[src/rtl/conv_pkg.sv]
// Shared types and helpers for the KxK convolution kernel engine.
package conv_pkg;

    typedef enum logic [1:0] {
        IDLE,
        COMPUTE,
        NORM,
        DONE
    } conv_state_t;

    // Worst-case signed MAC width: pixel*coef product plus growth over K*K terms.
    function automatic int acc_width(input int pix_w, input int coef_w, input int max_k);
        return pix_w + coef_w + 1 + $clog2(max_k * max_k);
    endfunction

    function automatic logic [63:0] clamp_pix(input logic signed [63:0] s, input int pix_w);
        logic signed [63:0] hi;
        hi = (64'sd1 <<< pix_w) - 64'sd1;
        if (s < 0) begin
            return '0;
        end else if (s > hi) begin
            return hi;
        end
        return s;
    endfunction

endpackage

[src/rtl/conv_raster_counter.sv]
// Raster x/y position counter over a programmable KxK window, x inner, y outer.
module conv_raster_counter #(
    parameter  int MAX_K = 5,
    localparam int CW    = $clog2(MAX_K + 1)
) (
    input  logic          clk,
    input  logic          n_rst,
    input  logic          load_i,
    input  logic          en_i,
    input  logic [CW-1:0] k_i,
    output logic [CW-1:0] x_o,
    output logic [CW-1:0] y_o,
    output logic          last_o
);

    logic [CW-1:0] x_q, x_d;
    logic [CW-1:0] y_q, y_d;
    logic [CW-1:0] k_last;

    assign k_last = k_i - CW'(1);
    assign last_o = (x_q == k_last) && (y_q == k_last);
    assign x_o    = x_q;
    assign y_o    = y_q;

    // NOTE: every combinational output gets a default first, so no path can infer a latch.
    always_comb begin
        x_d = x_q;
        y_d = y_q;
        if (load_i) begin
            x_d = '0;
            y_d = '0;
        end else if (en_i) begin
            if (x_q == k_last) begin
                x_d = '0;
                y_d = y_q + CW'(1);
            end else begin
                x_d = x_q + CW'(1);
            end
        end
    end

    // NOTE: state registers use non-blocking assignments; reset is sampled on the clock edge.
    always_ff @(posedge clk) begin
        if (!n_rst) begin
            x_q <= '0;
            y_q <= '0;
        end else begin
            x_q <= x_d;
            y_q <= y_d;
        end
    end

endmodule

[src/rtl/conv_kernel_engine.sv]
// One-pixel KxK weighted-sum engine: serial MAC, arithmetic shift, optional |x|, saturate to a pixel.
module conv_kernel_engine
    import conv_pkg::*;
#(
    parameter  int MAX_KERNEL = 5,
    parameter  int PIX_W      = 8,
    parameter  int COEF_W     = 8,
    localparam int ACC_W      = acc_width(PIX_W, COEF_W, MAX_KERNEL),
    localparam int KW         = $clog2(MAX_KERNEL + 1),
    localparam int SW         = $clog2(ACC_W)
) (
    input  logic                     clk,
    input  logic                     n_rst,
    input  logic                     start,
    input  logic                     clear,
    input  logic [KW-1:0]            kernel_size,
    input  logic [SW-1:0]            norm_shift,
    input  logic                     abs_mode,
    input  logic [PIX_W-1:0]         input_matrix [MAX_KERNEL][MAX_KERNEL],
    input  logic signed [COEF_W-1:0] kernel       [MAX_KERNEL][MAX_KERNEL],
    output logic                     busy,
    output logic                     result_valid,
    input  logic                     result_ready,
    output logic [PIX_W-1:0]         result,
    output logic signed [ACC_W-1:0]  raw_sum,
    output logic                     saturated
);

    conv_state_t             state_q, state_d;
    logic [KW-1:0]           k_q, k_d;
    logic [SW-1:0]           shift_q, shift_d;
    logic                    abs_q, abs_d;
    logic signed [ACC_W-1:0] acc_q, acc_d;
    logic signed [ACC_W-1:0] raw_q, raw_d;
    logic [PIX_W-1:0]        res_q, res_d;
    logic                    sat_q, sat_d;

    logic [PIX_W-1:0]         pix_q  [MAX_KERNEL][MAX_KERNEL];
    logic signed [COEF_W-1:0] coef_q [MAX_KERNEL][MAX_KERNEL];
    logic                     snap;

    logic [KW-1:0]           k_clamped;
    logic                    cnt_load, cnt_en, cnt_last;
    logic [KW-1:0]           cnt_x, cnt_y;
    logic signed [PIX_W:0]   pix_s;
    logic signed [ACC_W-1:0] prod, shifted, mag;
    logic [63:0]             clipped;

    assign k_clamped = (kernel_size > KW'(MAX_KERNEL)) ? KW'(MAX_KERNEL) : kernel_size;

    conv_raster_counter #(.MAX_K(MAX_KERNEL)) u_cnt (
        .clk    (clk),
        .n_rst  (n_rst),
        .load_i (cnt_load),
        .en_i   (cnt_en),
        .k_i    (k_q),
        .x_o    (cnt_x),
        .y_o    (cnt_y),
        .last_o (cnt_last)
    );

    // Pixels are unsigned, so they enter the signed product with a zero sign bit.
    assign pix_s   = signed'({1'b0, pix_q[cnt_y][cnt_x]});
    assign prod    = ACC_W'(pix_s) * ACC_W'(coef_q[cnt_y][cnt_x]);
    assign shifted = acc_q >>> shift_q;
    assign mag     = (abs_q && shifted < 0) ? -shifted : shifted;
    assign clipped = clamp_pix(64'(mag), PIX_W);

    always_comb begin
        state_d  = state_q;
        k_d      = k_q;
        shift_d  = shift_q;
        abs_d    = abs_q;
        acc_d    = acc_q;
        raw_d    = raw_q;
        res_d    = res_q;
        sat_d    = sat_q;
        cnt_load = 1'b0;
        cnt_en   = 1'b0;
        snap     = 1'b0;
        if (clear) begin
            // Abort keeps the last published result; only the operation in flight is dropped.
            state_d  = IDLE;
            acc_d    = '0;
            cnt_load = 1'b1;
        end else begin
            unique case (state_q)
                IDLE: begin
                    if (start) begin
                        snap     = 1'b1;
                        k_d      = k_clamped;
                        shift_d  = norm_shift;
                        abs_d    = abs_mode;
                        acc_d    = '0;
                        cnt_load = 1'b1;
                        state_d  = (k_clamped == '0) ? NORM : COMPUTE;
                    end
                end
                COMPUTE: begin
                    acc_d  = acc_q + prod;
                    cnt_en = 1'b1;
                    if (cnt_last) begin
                        state_d = NORM;
                    end
                end
                NORM: begin
                    res_d   = clipped[PIX_W-1:0];
                    sat_d   = (clipped != 64'(mag));
                    raw_d   = acc_q;
                    state_d = DONE;
                end
                DONE: begin
                    if (result_ready) begin
                        state_d = IDLE;
                    end
                end
            endcase
        end
    end

    always_ff @(posedge clk) begin
        if (!n_rst) begin
            state_q <= IDLE;
            k_q     <= '0;
            shift_q <= '0;
            abs_q   <= 1'b0;
            acc_q   <= '0;
            raw_q   <= '0;
            res_q   <= '0;
            sat_q   <= 1'b0;
        end else begin
            state_q <= state_d;
            k_q     <= k_d;
            shift_q <= shift_d;
            abs_q   <= abs_d;
            acc_q   <= acc_d;
            raw_q   <= raw_d;
            res_q   <= res_d;
            sat_q   <= sat_d;
        end
    end

    // NOTE: the window snapshot is plain storage with no reset; it is always written before it is read.
    always_ff @(posedge clk) begin
        if (snap) begin
            pix_q  <= input_matrix;
            coef_q <= kernel;
        end
    end

    assign busy         = (state_q != IDLE);
    assign result_valid = (state_q == DONE);
    assign result       = res_q;
    assign raw_sum      = raw_q;
    assign saturated    = sat_q;

endmodule

[config.mk]
export PLATFORM = sky130hd
export DESIGN_NAME = conv_kernel_engine
export DESIGN_NICKNAME = d
export VERILOG_FILES = /design/src/rtl/conv_pkg.sv /design/src/rtl/conv_raster_counter.sv /design/src/rtl/conv_kernel_engine.sv
export SDC_FILE = /design/constraint.sdc
export NUM_CORES = 1
export LEC_CHECK = 0
export ABC_AREA = 1
export BUFFER_PORTS_ARGS = -buffer_cell sky130_fd_sc_hd__buf_2
export CAP_MARGIN = 30
export CORE_ASPECT_RATIO = 1.75
export CORE_MARGIN = 2
export CORE_UTILIZATION = 60
export CTS_CLUSTER_SIZE = 12
export DETAILED_ROUTE_END_ITERATION = 8
export MAX_ROUTING_LAYER = met4
export PLACE_DENSITY_LB_ADDON = 0.12
export SLEW_MARGIN = 15
export SYNTH_ARGS = -nofsm -noshare
export SYNTH_HDL_FRONTEND = slang
export SYNTH_HIERARCHICAL = 1
export SYNTH_SLANG_ARGS = --single-unit
export TNS_END_PERCENT = 10
[constraint.sdc]
create_clock -name clk -period 40.7 [get_ports clk]
set_input_delay 2.035 -clock clk [delete_from_list [all_inputs] [get_ports clk]]
set_output_delay 2.035 -clock clk [all_outputs]
set_load 0.03 [all_outputs]
## After elaboration in Yosys (flattened, before gate mapping)

Cells that the tools add are included.

| word-level totals | value |
|---|---|
| bits in registers | 470 |
| bits in latches | 0 |
| memory bits (writable) | 0 |
| memory bits (read-only) | 0 |
| input bits | 414 |
| word-level logic and storage cells | 132 |
| memories kept | 0 |

| cells by class | value |
|---|---|
| add/sub/neg operators | 5 |
| multiply operators | 1 |
| divide/modulo/power cells | 0 |
| magnitude comparators | 6 |
| equality and inequality tests | 9 |
| shift-type cells | 1 |
| multiplexer cells | 33 |
| bitwise operators | 4 |
| reduce and logical (&&, ||, !) cells | 13 |

Operators with widths:

| kind | number |
|---|---|
| binary-select mux 40 bit (select 3 bit) | 2 |
| 2-to-1 mux 64 bit | 3 |
| 2-to-1 mux 40 bit | 4 |
| inequality test 64 bit | 1 |
| binary-select mux 8 bit (select 3 bit) | 2 |
| less-than comparator 22 x 1 -> 1 bit (second input constant) | 2 |
| 2-to-1 mux 22 bit | 2 |
| one-hot mux 22 bit (2 select lines) | 1 |
| 2-to-1 mux 8 bit | 4 |
| adder 22 x 17 -> 22 bit | 1 |
| greater-than comparator 22 x 9 -> 1 bit (second input constant) | 1 |
| negator 22 bit | 1 |
| >>> shifter 22 x 5 -> 22 bit | 1 |
| multiplier 9 x 8 -> 17 bit | 1 |
| >= comparator 4 bit (second input constant) | 2 |
| 2-to-1 mux 1 bit | 8 |
| 2-to-1 mux 2 bit | 4 |
| NOT 3 -> 4 bit | 2 |
| one-hot mux 2 bit (4 select lines) | 1 |
| adder 3 x 1 -> 3 bit (second input constant) | 2 |
| == test 3 bit | 2 |
| 2-to-1 mux 3 bit | 2 |
| AND reduction 2 bit | 3 |
| AND reduction 3 bit | 2 |
| other kinds (12) | 18 |

## Longest topological paths before layout

Gate-level depths: netlist (run 1).

| depth | value |
|---|---|
| word-level depth | 10 |
| depth in mapped cells | 35 |

## Hierarchy

The synthesis (run 1) kept the hierarchy.

By module, submodules not included:

| module | instances | cells each | area each (um2) | sequential area each (um2) |
|---|---|---|---|---|
| conv_kernel_engine | 1 | 2151 | 22833.1 | 13292.7 |
| conv_raster_counter | 1 | 77 | 524.3 | 120.1 |

## Worst setup path after synthesis (run 1)

OpenSTA, ideal clock, no wires.

| timing | value |
|---|---|
| path kind | input port to flip-flop |
| start | in start |
| end | reg shift_q[1] |
| data arrival time | 20.504 ns |
| slack | 20.068 ns |
| stages on the path | 6 |
| path buffers | 1 |
| path through | nand2_1 nor2_1 inv_1 clkbuf_1 o21ai_0 a21oi_1 |

| on the way | value |
|---|---|
| cells in the longest elaborated chain, start to end | 1 |

RTL lines:

| item | line | text |
|---|---|---|
| from (decl) | conv_kernel_engine.sv:14 | `input logic start,` |
| AND reduction 3 bit (no line) | - |  |
| to (signal assigned) | conv_kernel_engine.sv:134 | `shift_q <= shift_d;` |
| to (decl) | conv_kernel_engine.sv:31 | `logic [SW-1:0] shift_q, shift_d;` |

Every way passes these cells.
A chain may end at the register's enable or synchronous reset.

## Final worst setup path (run 1)

| timing | value |
|---|---|
| start | reg u_cnt.y_q[0] (netlist: u_cnt/y_o[0]) |
| end | reg acc_q[17] |

| on the way | value |
|---|---|
| cells in the longest elaborated chain, start to end | 10 |
| elaborated cells between the ends (all ways) | 16 |
| those cells by class | add/sub (1); mul (1); mux (13); bitwise (1) |

RTL lines:

| item | line | text |
|---|---|---|
| from (decl) | conv_raster_counter.sv:17 | `logic [CW-1:0] y_q, y_d;` |
| from (signal assigned) | conv_raster_counter.sv:49 | `y_q <= y_d;` |
| NOT 3 -> 4 bit (implied by the code) (*) | conv_kernel_engine.sv:63, conv_kernel_engine.sv:64 |  |
| binary-select mux 40 bit (select 3 bit) (on tied branches) | conv_kernel_engine.sv:63, conv_kernel_engine.sv:64 |  |
| 2-to-1 mux 40 bit (on tied branches) (2 in series) | conv_kernel_engine.sv:63, conv_kernel_engine.sv:64 |  |
| binary-select mux 8 bit (select 3 bit) (on tied branches) | conv_kernel_engine.sv:63, conv_kernel_engine.sv:64 |  |
| 2-to-1 mux 8 bit (on tied branches) (2 in series) | conv_kernel_engine.sv:63, conv_kernel_engine.sv:64 |  |
| multiplier 9 x 8 -> 17 bit (*) | conv_kernel_engine.sv:64 | `assign prod = ACC_W'(pix_s) * ACC_W'(coef_q[cnt_y][cnt_x]);` |
| adder 22 x 17 -> 22 bit (*) | conv_kernel_engine.sv:100 | `acc_d = acc_q + prod;` |
| one-hot mux 22 bit (2 select lines) (*) | conv_kernel_engine.sv:87 | `unique case (state_q)` |
| to (signal assigned) | conv_kernel_engine.sv:127 | `acc_q <= '0;` |
| to (signal assigned) | conv_kernel_engine.sv:136 | `acc_q <= acc_d;` |
| to (decl) | conv_kernel_engine.sv:33 | `logic signed [ACC_W-1:0] acc_q, acc_d;` |

Every way passes the cells marked *; elsewhere a longest branch is shown, timed or not. The select of a mux whose other input is x is not followed.

==> flow_summary.json, run 1 <==
{
  "dp_hpwl_microns": 57000,
  "antenna_found_initial": 40,
  "grt_usage_pct": 37.7,
  "die_y_microns": 265,
  "rows": 95,
  "synthTopCellsByCount": "edfxtp_1, nand2_1, nor2_1, o21ai_0, inv_1",
  "grt_setup_unrepaired": "no",
  "syn_nets": 2770,
  "ctsResizeCount": 0,
  "vias": 19116,
  "fmax_ghz": 0.109,
  "hold_violations": 0,
  "portBuffers": 446,
  "powerDensity_nw_per_um2": 43.0,
  "drtAntennaViolNets": 0,
  "grt_pass1_vias": 19429,
  "cap_violations": 0,
  "die_w_microns": 153,
  "synth.distinct_cells": 52,
  "busiest_layer": "met2",
  "use_met1_pct": 36.9,
  "start_util_pct": 60.8,
  "crit_required_ns": 41.11,
  "status": "complete, no violations",
  "fp.coreArea_sq_um": 38400,
  "critPathMostFrequentCell": "o21ai_0",
  "h-tree-depth": 2,
  "clk_path_buf_depth": 3,
  "finalWirelength_microns": 75200,
  "slew_headroom_pct": 27.5,
  "viasPerCell": 5.98,
  "finalSetupViolations": 0,
  "synth-warning-count": 6,
  "gr-total-overflow": 0,
  "hold_path.class": "reg -> reg",
  "cpMaxStageDelayCell": "buf_4",
  "area_delta_synth_final_pct": 18.1,
  "routedWlPerCell_microns": 23.5,
  "pre_cts_ws_ns": 31.31,
  "end_kind": "flip-flop",
  "timing.final.max_slew_violations": 0,
  "grt_use_met3_pct": 6.13,
  "yosysTopAreaCell": "edfxtp_1",
  "seq_area_frac_synth_pct": 57.4,
  "fin_crit_ns": 9.19,
  "postSynthAreaPerCell_sq_um": 10.5,
  "power_leakage_nw": 11.6,
  "synth_seq_cells": 470,
  "post-cts-setup-buffers": 0,
  "synth-async-reset-ratio_pct": 0,
  "postLayoutSetupSlackWorst_ns": 31.51,
  "cp_num_buf_inv": 8,
  "drive_gt1_share_pct": 23.4,
  "syn_area_sq_um": 23400,
  "crit_fanout": 76,
  "cts_hold_buffers": 0,
  "cts_tree": "built",
  "tightest_slew_ns": 1.09,
  "synth_edf_count": 400,
  "dieArea_sq_um": 40600,
  "clk_latency_ns": 0.58,
  "critical_path_arrival_ns": 9.60,
  "cts-root-buf": "clkbuf_16",
  "drt_iter0_drc": 1746,
  "cts_buffers": 46,
  "fin_setup_tns_ns": 0,
  "clk_pin_slew_ns": 0.06,
  "clkSinkCount": 470,
  "synthFlopType": "edfxtp_1",
  "gp_congestion": 1.03,
  "period_share_pct": 22.6,
  "synth_top_area_share_pct": 51.4,
  "ios": 447,
  "grt_pass1_wl_microns": 111000,
  "path_class": "reg -> reg",
  "grt_max_degree": 193,
  "fin_skew_ns": 0.0246,
  "nNetsFinal": 3194,
  "drc": 0,
  "synth_most_common_cell": "edfxtp_1",
  "start_kind": "flip-flop",
  "gr-usage-met2_pct": 67.1,
  "netlist_instances": 2228,
  "firstDrtPassIters": 7,
  "critPathTopFamily": "adder cells",
  "fin_util_pct": 71.8,
  "critPathMaxStageDelay_ns": 0.68,
  "max-vdd-ir-drop_v": 0.0000525,
  "synth_area_leaders": "edfxtp_1, dfxtp_1, nand2_1, fa_1, o21ai_0"
}
path summary, 6_finish.rpt:
kind / startpoint / slack [ns] / to / cells after the start
worst max register to register: u_cnt/y_o[0] / 31.51 / acc_q[17] / 31
worst min-delay path: result[5] / 0.47 / result[5] / 2
worst max-delay path: u_cnt/y_o[0] / 31.51 / acc_q[17] / 31
worst min register to register: result[5] / 0.47 / result[5] / 2
cell type report:
class,count,area (sq um)
Antenna cell,42,105
Sequential cell,470,13400
Timing Repair Buffer,488,2630
Clock inverter,7,125
Clock buffer,58,1230
Fill cell,2799,10800
Inverter,220,833
Multi-Input combinational cell,1426,8630
Tap cell,485,607
tightest hold or removal path, delay by kind of cell, from the launching register on:
kind,cells,cell delay [ns]
flops,1,0.31
compound gates,1,0.05
simple gates,1,0.06
cell usage in the layout, fill, tap and decap left out, types with 67 or more instances in the layout:
cell type and count:
o21ai_0 207, inv_1 203, a21oi_1 103, edfxtp_1 400, nand3_1 144, buf_2 452, dfxtp_1 67, ha_1 76
nor2_1 216, nand2_1 347
per-layer routing:
layer | share of wire [%] | up-vias
met5 | 0 | -
met4 | 8.3 | 0
met3 | 7.0 | 265
met2 | 54 | 1003
met1 | 31 | 9123
li1 | - | 8725
stage by stage:
stage          std cells  hold slack (ns)  total power, mW  cell area [sq um]
2_1_floorplan       2228            0.445            0.729              23400
3_3_place_gp        3077            0.456            0.781              26000
3_5_place_dp        3085            0.455            0.788              26000
4_1_cts             3150            0.465             1.18              27400
5_1_grt             3191            0.485             1.23              27600
6_report            3196            0.466             1.18              27600
kinds of logic after synthesis:
| logic type | count (synthesis) | synth area share (%) |
|---|---|---|
| buffers and inverters | 332 | 5.72 |
| XOR/XNOR | 14 | 0.525 |
| AND/OR/NAND/NOR | 795 | 15.2 |
| flip-flops | 470 | 57.4 |
| AO/OA/AOI/OAI | 489 | 12.6 |
| adder cells (fa/ha/maj) | 128 | 8.53 |
report_power, final:
group / total [mW] / switching (mW) / internal, mW / leakage [nW]
registers: 0.561 / 0.00981 / 0.551 / 4.29
logic: 0.222 / 0.141 / 0.0813 / 6.68
clock network: 0.402 / 0.178 / 0.224 / 0.660
flip-flops by register name (all words and copies together), names as in the netlist:
name / count
u_cnt/x_o: 3
state_q: 2
result: 8
coef_q: 200
pix_q: 200
raw_sum: 22
abs_q: 1
k_q: 3
saturated: 1
shift_q: 5
u_cnt/y_o: 3
acc_q: 22
No activity file was read; power rests on OpenSTA's default activity.
==> inputs of run 2 (changes only) <==
--- a/config.mk
+++ b/config.mk
@@ -10,7 +10,7 @@
 export CAP_MARGIN = 30
 export CORE_ASPECT_RATIO = 1.75
 export CORE_MARGIN = 2
-export CORE_UTILIZATION = 60
+export CORE_UTILIZATION = 56
 export CTS_CLUSTER_SIZE = 12
 export DETAILED_ROUTE_END_ITERATION = 8
 export MAX_ROUTING_LAYER = met4
==> constraint.sdc (replaced) <==
create_clock -name clk -period 9.55 [get_ports clk]
set_input_delay 0.4775 -clock clk [delete_from_list [all_inputs] [get_ports clk]]
set_output_delay 0.4775 -clock clk [all_outputs]
set_load 0.03 [all_outputs]
==> flow_summary.json, run 2 (same netlist as run 1, synthesis figures left out) <==
{
  "status": "complete, no violations",
  "fin_crit_ns": 8.36,
  "h-tree-depth": 2,
  "grt_pass1_vias": 18917,
  "seqCellArea_sq_um": 13400,
  "hold_violations": 0,
  "grt_usage_pct": 35.5,
  "ctsResizeCount": 0,
  "max-vdd-ir-drop_v": 0.000178,
  "place_area_sq_um": 26100,
  "placed_cells": 3154,
  "cts_tree": "built",
  "critical_path_arrival_ns": 8.77,
  "period_share_pct": 87.5,
  "start_util_pct": 56.5,
  "finalSetupViolations": 0,
  "drc": 0,
  "fp.coreArea_sq_um": 41400,
  "die_y_microns": 274,
  "final_common_cell": "buf_2",
  "cts_hold_buffers": 0,
  "crit_fanout": 49,
  "start_kind": "flip-flop",
  "final_cell_mix": "buf_2, edfxtp_1, nand2_1, nor2_1, o21ai_0",
  "cap_violations": 0,
  "fin_setup_tns_ns": 0,
  "critPathMaxStageDelay_ns": 0.74,
  "postLayoutSetupSlackWorst_ns": 1.19,
  "p_total_mw": 4.99,
  "cts_buffers": 46,
  "area_delta_synth_final_pct": 18.2,
  "portBuffers": 446,
  "slew_headroom_pct": 32.5,
  "power_leakage_nw": 11.6,
  "multi_input_area_sq_um": 8630,
  "drt_iter0_drc": 1543,
  "crit_required_ns": 9.96,
  "drive_gt1_share_pct": 23.4,
  "final_cell_area_sq_um": 27600,
  "routedWlPerCell_microns": 22.9,
  "cpMaxStageDelayCell": "dfxtp_4",
  "nNetsFinal": 3193,
  "post-cts-setup-buffers": 0,
  "die_w_microns": 158,
  "gr-total-overflow": 0,
  "clk_latency_ns": 0.58,
  "timing.final.max_slew_violations": 0,
  "dp_hpwl_microns": 56600,
  "top_regs": "coef_q x200, pix_q x200",
  "fin_util_pct": 66.7,
  "powerDensity_nw_per_um2": 181,
  "final.fill_count": 3386,
  "pre_cts_ws_ns": 1.17,
  "clkSinkCount": 470,
  "antenna_found_initial": 37,
  "end_kind": "flip-flop",
  "grt_max_degree": 183,
  "hold_ws_ns": 0.0748,
  "grt_setup_unrepaired": "no",
  "rows": 99,
  "stdcell_count": 3261,
  "tightest_slew_ns": 1.01,
  "fmax_ghz": 0.120,
  "clk_pin_slew_ns": 0.06,
  "dieArea_sq_um": 43400,
  "drtAntennaViolNets": 0,
  "finalWirelength_microns": 74600,
  "fin_skew_ns": 0.0124,
  "vias": 18872,
  "clk_path_buf_depth": 3,
  "grt_pass1_wl_microns": 110000,
  "firstDrtPassIters": 7,
  "ios": 447,
  "cts-root-buf": "clkbuf_16",
  "viasPerCell": 5.79,
  "path_class": "reg -> reg",
  "gp_congestion": 0.980,
  "hold_path.class": "in -> reg"
}
==> run 2: cell count changes in the layout (fill, tap and decap cells not counted), sizes merged <==
cell / change
clkinv: +4
diode: -4
buf: -2
inv: -2
bufinv: -1
==> run 2: power by group <==
group	internal (mW)	leakage (nW)	switching [mW]	total (mW)
Clock	0.918	0.645	0.750	1.67
Sequential	2.35	4.29	0.0463	2.39
Combinational	0.343	6.67	0.583	0.927
==> run 2: routing by layer <==
metal | share of wire, % | track usage [%] | wire, microns
met4 | 7.1 | 22.0 | 5290
met2 | 54 | 63.4 | 40500
met3 | 5.9 | 6.26 | 4380
met5 | 0 | - | 0
met1 | 33 | 35.4 | 24500
==> run 2: final cells by class <==
| type | count | share of cell area, % |
|---|---|---|
| repair buffers | 487 | 9.45 |
| flip-flops and latches | 470 | 48.6 |
| multi-input cells | 1426 | 31.3 |
| inverters | 220 | 3.02 |
| well taps | 555 | 2.52 |
| clock buffers | 57 | 4.39 |
| diodes | 38 | 0.345 |
| clock inverters | 8 | 0.403 |
==> run 2: path summary, 6_finish.rpt <==
path	from	cells after the start	endpoint	slack (ns)
worst max-delay path	u_cnt/y_o[0]	32	acc_q[17]	1.19
worst min-delay path	kernel[130]	1	coef_q[130]	0.07
worst max register to register	u_cnt/y_o[0]	32	acc_q[17]	1.19
worst min register to register	k_q[1]	2	k_q[1]	0.47
==> run 2: worst max-delay path: cells and delay by family (launching register included) <==
family,cells,cell delay [ns]
AO/OA/AOI/OAI,13,2.69
adder cells (fa/ha/maj),6,2.62
buffers and inverters,9,1.32
AND/OR/NAND/NOR,4,0.78
flip-flops,1,0.74
==> inputs of run 3 (changes only) <==
--- a/config.mk
+++ b/config.mk
@@ -7,14 +7,14 @@
 export LEC_CHECK = 0
 export ABC_AREA = 1
 export BUFFER_PORTS_ARGS = -buffer_cell sky130_fd_sc_hd__buf_2
-export CAP_MARGIN = 30
+export CAP_MARGIN = 20
 export CORE_ASPECT_RATIO = 1.75
-export CORE_MARGIN = 2
+export CORE_MARGIN = 10
 export CORE_UTILIZATION = 56
 export CTS_CLUSTER_SIZE = 12
 export DETAILED_ROUTE_END_ITERATION = 8
 export MAX_ROUTING_LAYER = met4
-export PLACE_DENSITY_LB_ADDON = 0.12
+export PLACE_DENSITY = 0.88
 export SLEW_MARGIN = 15
 export SYNTH_ARGS = -nofsm -noshare
 export SYNTH_HDL_FRONTEND = slang
==> flow_summary.json, run 3 (same netlist as run 1, synthesis figures left out) <==
{
  "period_share_pct": 87.9,
  "drt_iter0_drc": 2219,
  "viasPerCell": 6.00,
  "hold_violations": 0,
  "final_common_cell": "buf_2",
  "cts_buffers": 46,
  "grt_pass1_wl_microns": 119000,
  "max-vdd-ir-drop_v": 0.000229,
  "gr-total-overflow": 0,
  "critical_path_arrival_ns": 8.81,
  "clk_path_buf_depth": 3,
  "nNetsFinal": 3187,
  "routedWlPerCell_microns": 24.6,
  "drtAntennaViolNets": 0,
  "start_util_pct": 56.3,
  "fin_crit_ns": 8.39,
  "drive_gt1_share_pct": 23.3,
  "grt_setup_unrepaired": "no",
  "cts-root-buf": "clkbuf_16",
  "postLayoutSetupSlackWorst_ns": 1.16,
  "cts_tree": "built",
  "ios": 447,
  "finalSetupViolations": 0,
  "vias": 19445,
  "area_delta_synth_final_pct": 18.0,
  "antenna_found_initial": 14,
  "powerDensity_nw_per_um2": 185,
  "critPathMostFrequentCell": "o21ai_0",
  "place_area_sq_um": 26100,
  "cap_violations": 0,
  "grt_pass1_vias": 19810,
  "fin_skew_ns": 0.0231,
  "ctsResizeCount": 0,
  "drc": 0,
  "gp_congestion": 1.04,
  "final_cell_mix": "buf_2, edfxtp_1, nand2_1, nor2_1, o21ai_0",
  "fin_setup_tns_ns": 0,
  "path_class": "reg -> reg",
  "slew_headroom_pct": 19.3,
  "status": "complete, no violations",
  "grt_usage_pct": 31.6,
  "die_w_microns": 174,
  "final_cell_area_sq_um": 27600,
  "fmax_ghz": 0.119,
  "power_leakage_nw": 11.6,
  "fp.coreArea_sq_um": 41500,
  "end_kind": "flip-flop",
  "post-cts-setup-buffers": 0,
  "rows": 99,
  "firstDrtPassIters": 7,
  "die_y_microns": 290,
  "critPathMaxStageDelay_ns": 0.61,
  "h-tree-depth": 2,
  "cpMaxStageDelayCell": "dfxtp_4",
  "finalWirelength_microns": 79900,
  "portBuffers": 446,
  "grt_max_degree": 210,
  "dieArea_sq_um": 50600,
  "tightest_slew_ns": 1.21,
  "clk_pin_slew_ns": 0.06,
  "reg2reg_slack_ns": 1.16,
  "dp_hpwl_microns": 60600,
  "start_kind": "flip-flop",
  "final.fill_count": 3093,
  "fin_util_pct": 66.4,
  "cts_hold_buffers": 0,
  "crit_required_ns": 9.96,
  "top_regs": "coef_q x200, pix_q x200",
  "crit_fanout": 48,
  "timing.final.max_slew_violations": 0,
  "hold_path.class": "in -> reg",
  "clk_latency_ns": 0.59,
  "clkSinkCount": 470,
  "pre_cts_ws_ns": 1.38
}
run 3: cell types whose count changed in the layout (fill, tap and decap cells not counted), sizes merged:
| cell | before | now |
|---|---|---|
| clkinv | 10 | 6 |
| buf | 486 | 481 |
| bufinv | 1 | 2 |
| inv | 217 | 218 |
| clkbuf | 58 | 70 |
| diode | 38 | 14 |
run 3: stage by stage:
step	power, mW	hold slack, ns	instances
5_1_grt	5.29	0.0557	3241
4_1_cts	5.08	0.0522	3228
3_3_place_gp	3.34	0.452	3148
6_report	5.09	0.0654	3242
3_5_place_dp	3.36	0.455	3152
2_1_floorplan	3.06	0.445	2228
run 3: critical path: cells and delay by family (launching register included):
kind,cells,cell delay (ns)
AO/OA/AOI/OAI,11,2.23
adder cells (fa/ha/maj),6,2.80
buffers and inverters,7,1.13
flip-flops,1,0.61
AND/OR/NAND/NOR,7,1.48
run 3: where the power goes:
group	total [mW]	switching [mW]	leakage, nW	internal (mW)
combinational	0.940	0.598	6.64	0.341
clock	1.75	0.769	0.681	0.983
sequential	2.40	0.0493	4.29	2.35
total	5.09	1.42	11.6	3.67
run 3: metal layers:
metal | global-route usage, % | vias up | routed length, microns | share of wire (%)
met3 | 5.66 | 296 | 6430 | 8.0
met4 | 19.4 | 0 | 5410 | 6.8
li1 | - | 8682 | - | -
met2 | 55.4 | 1317 | 42400 | 53
met5 | - | - | 0 | 0
met1 | 32.1 | 9150 | 25600 | 32
run 3: final cells by class:
class / instances / area, sq um / share of cell area [%]
Antenna cell: 14 / 35.0 / 0.127
Clock buffer: 70 / 1290 / 4.67
Clock inverter: 6 / 130 / 0.472
Inverter: 220 / 833 / 3.02
Multi-Input combinational cell: 1426 / 8660 / 31.4
Sequential cell: 470 / 13400 / 48.7
Tap cell: 555 / 694 / 2.52
Timing Repair Buffer: 481 / 2510 / 9.10
run 3: path summary, 6_finish.rpt:
kind	depth (start not counted)	from	to
hold reg to reg	2	result[5]	result[5]
setup reg to reg	31	u_cnt/y_o[0]	acc_q[17]
setup / recovery	31	u_cnt/y_o[0]	acc_q[17]
hold / removal	1	kernel[38]	coef_q[38]
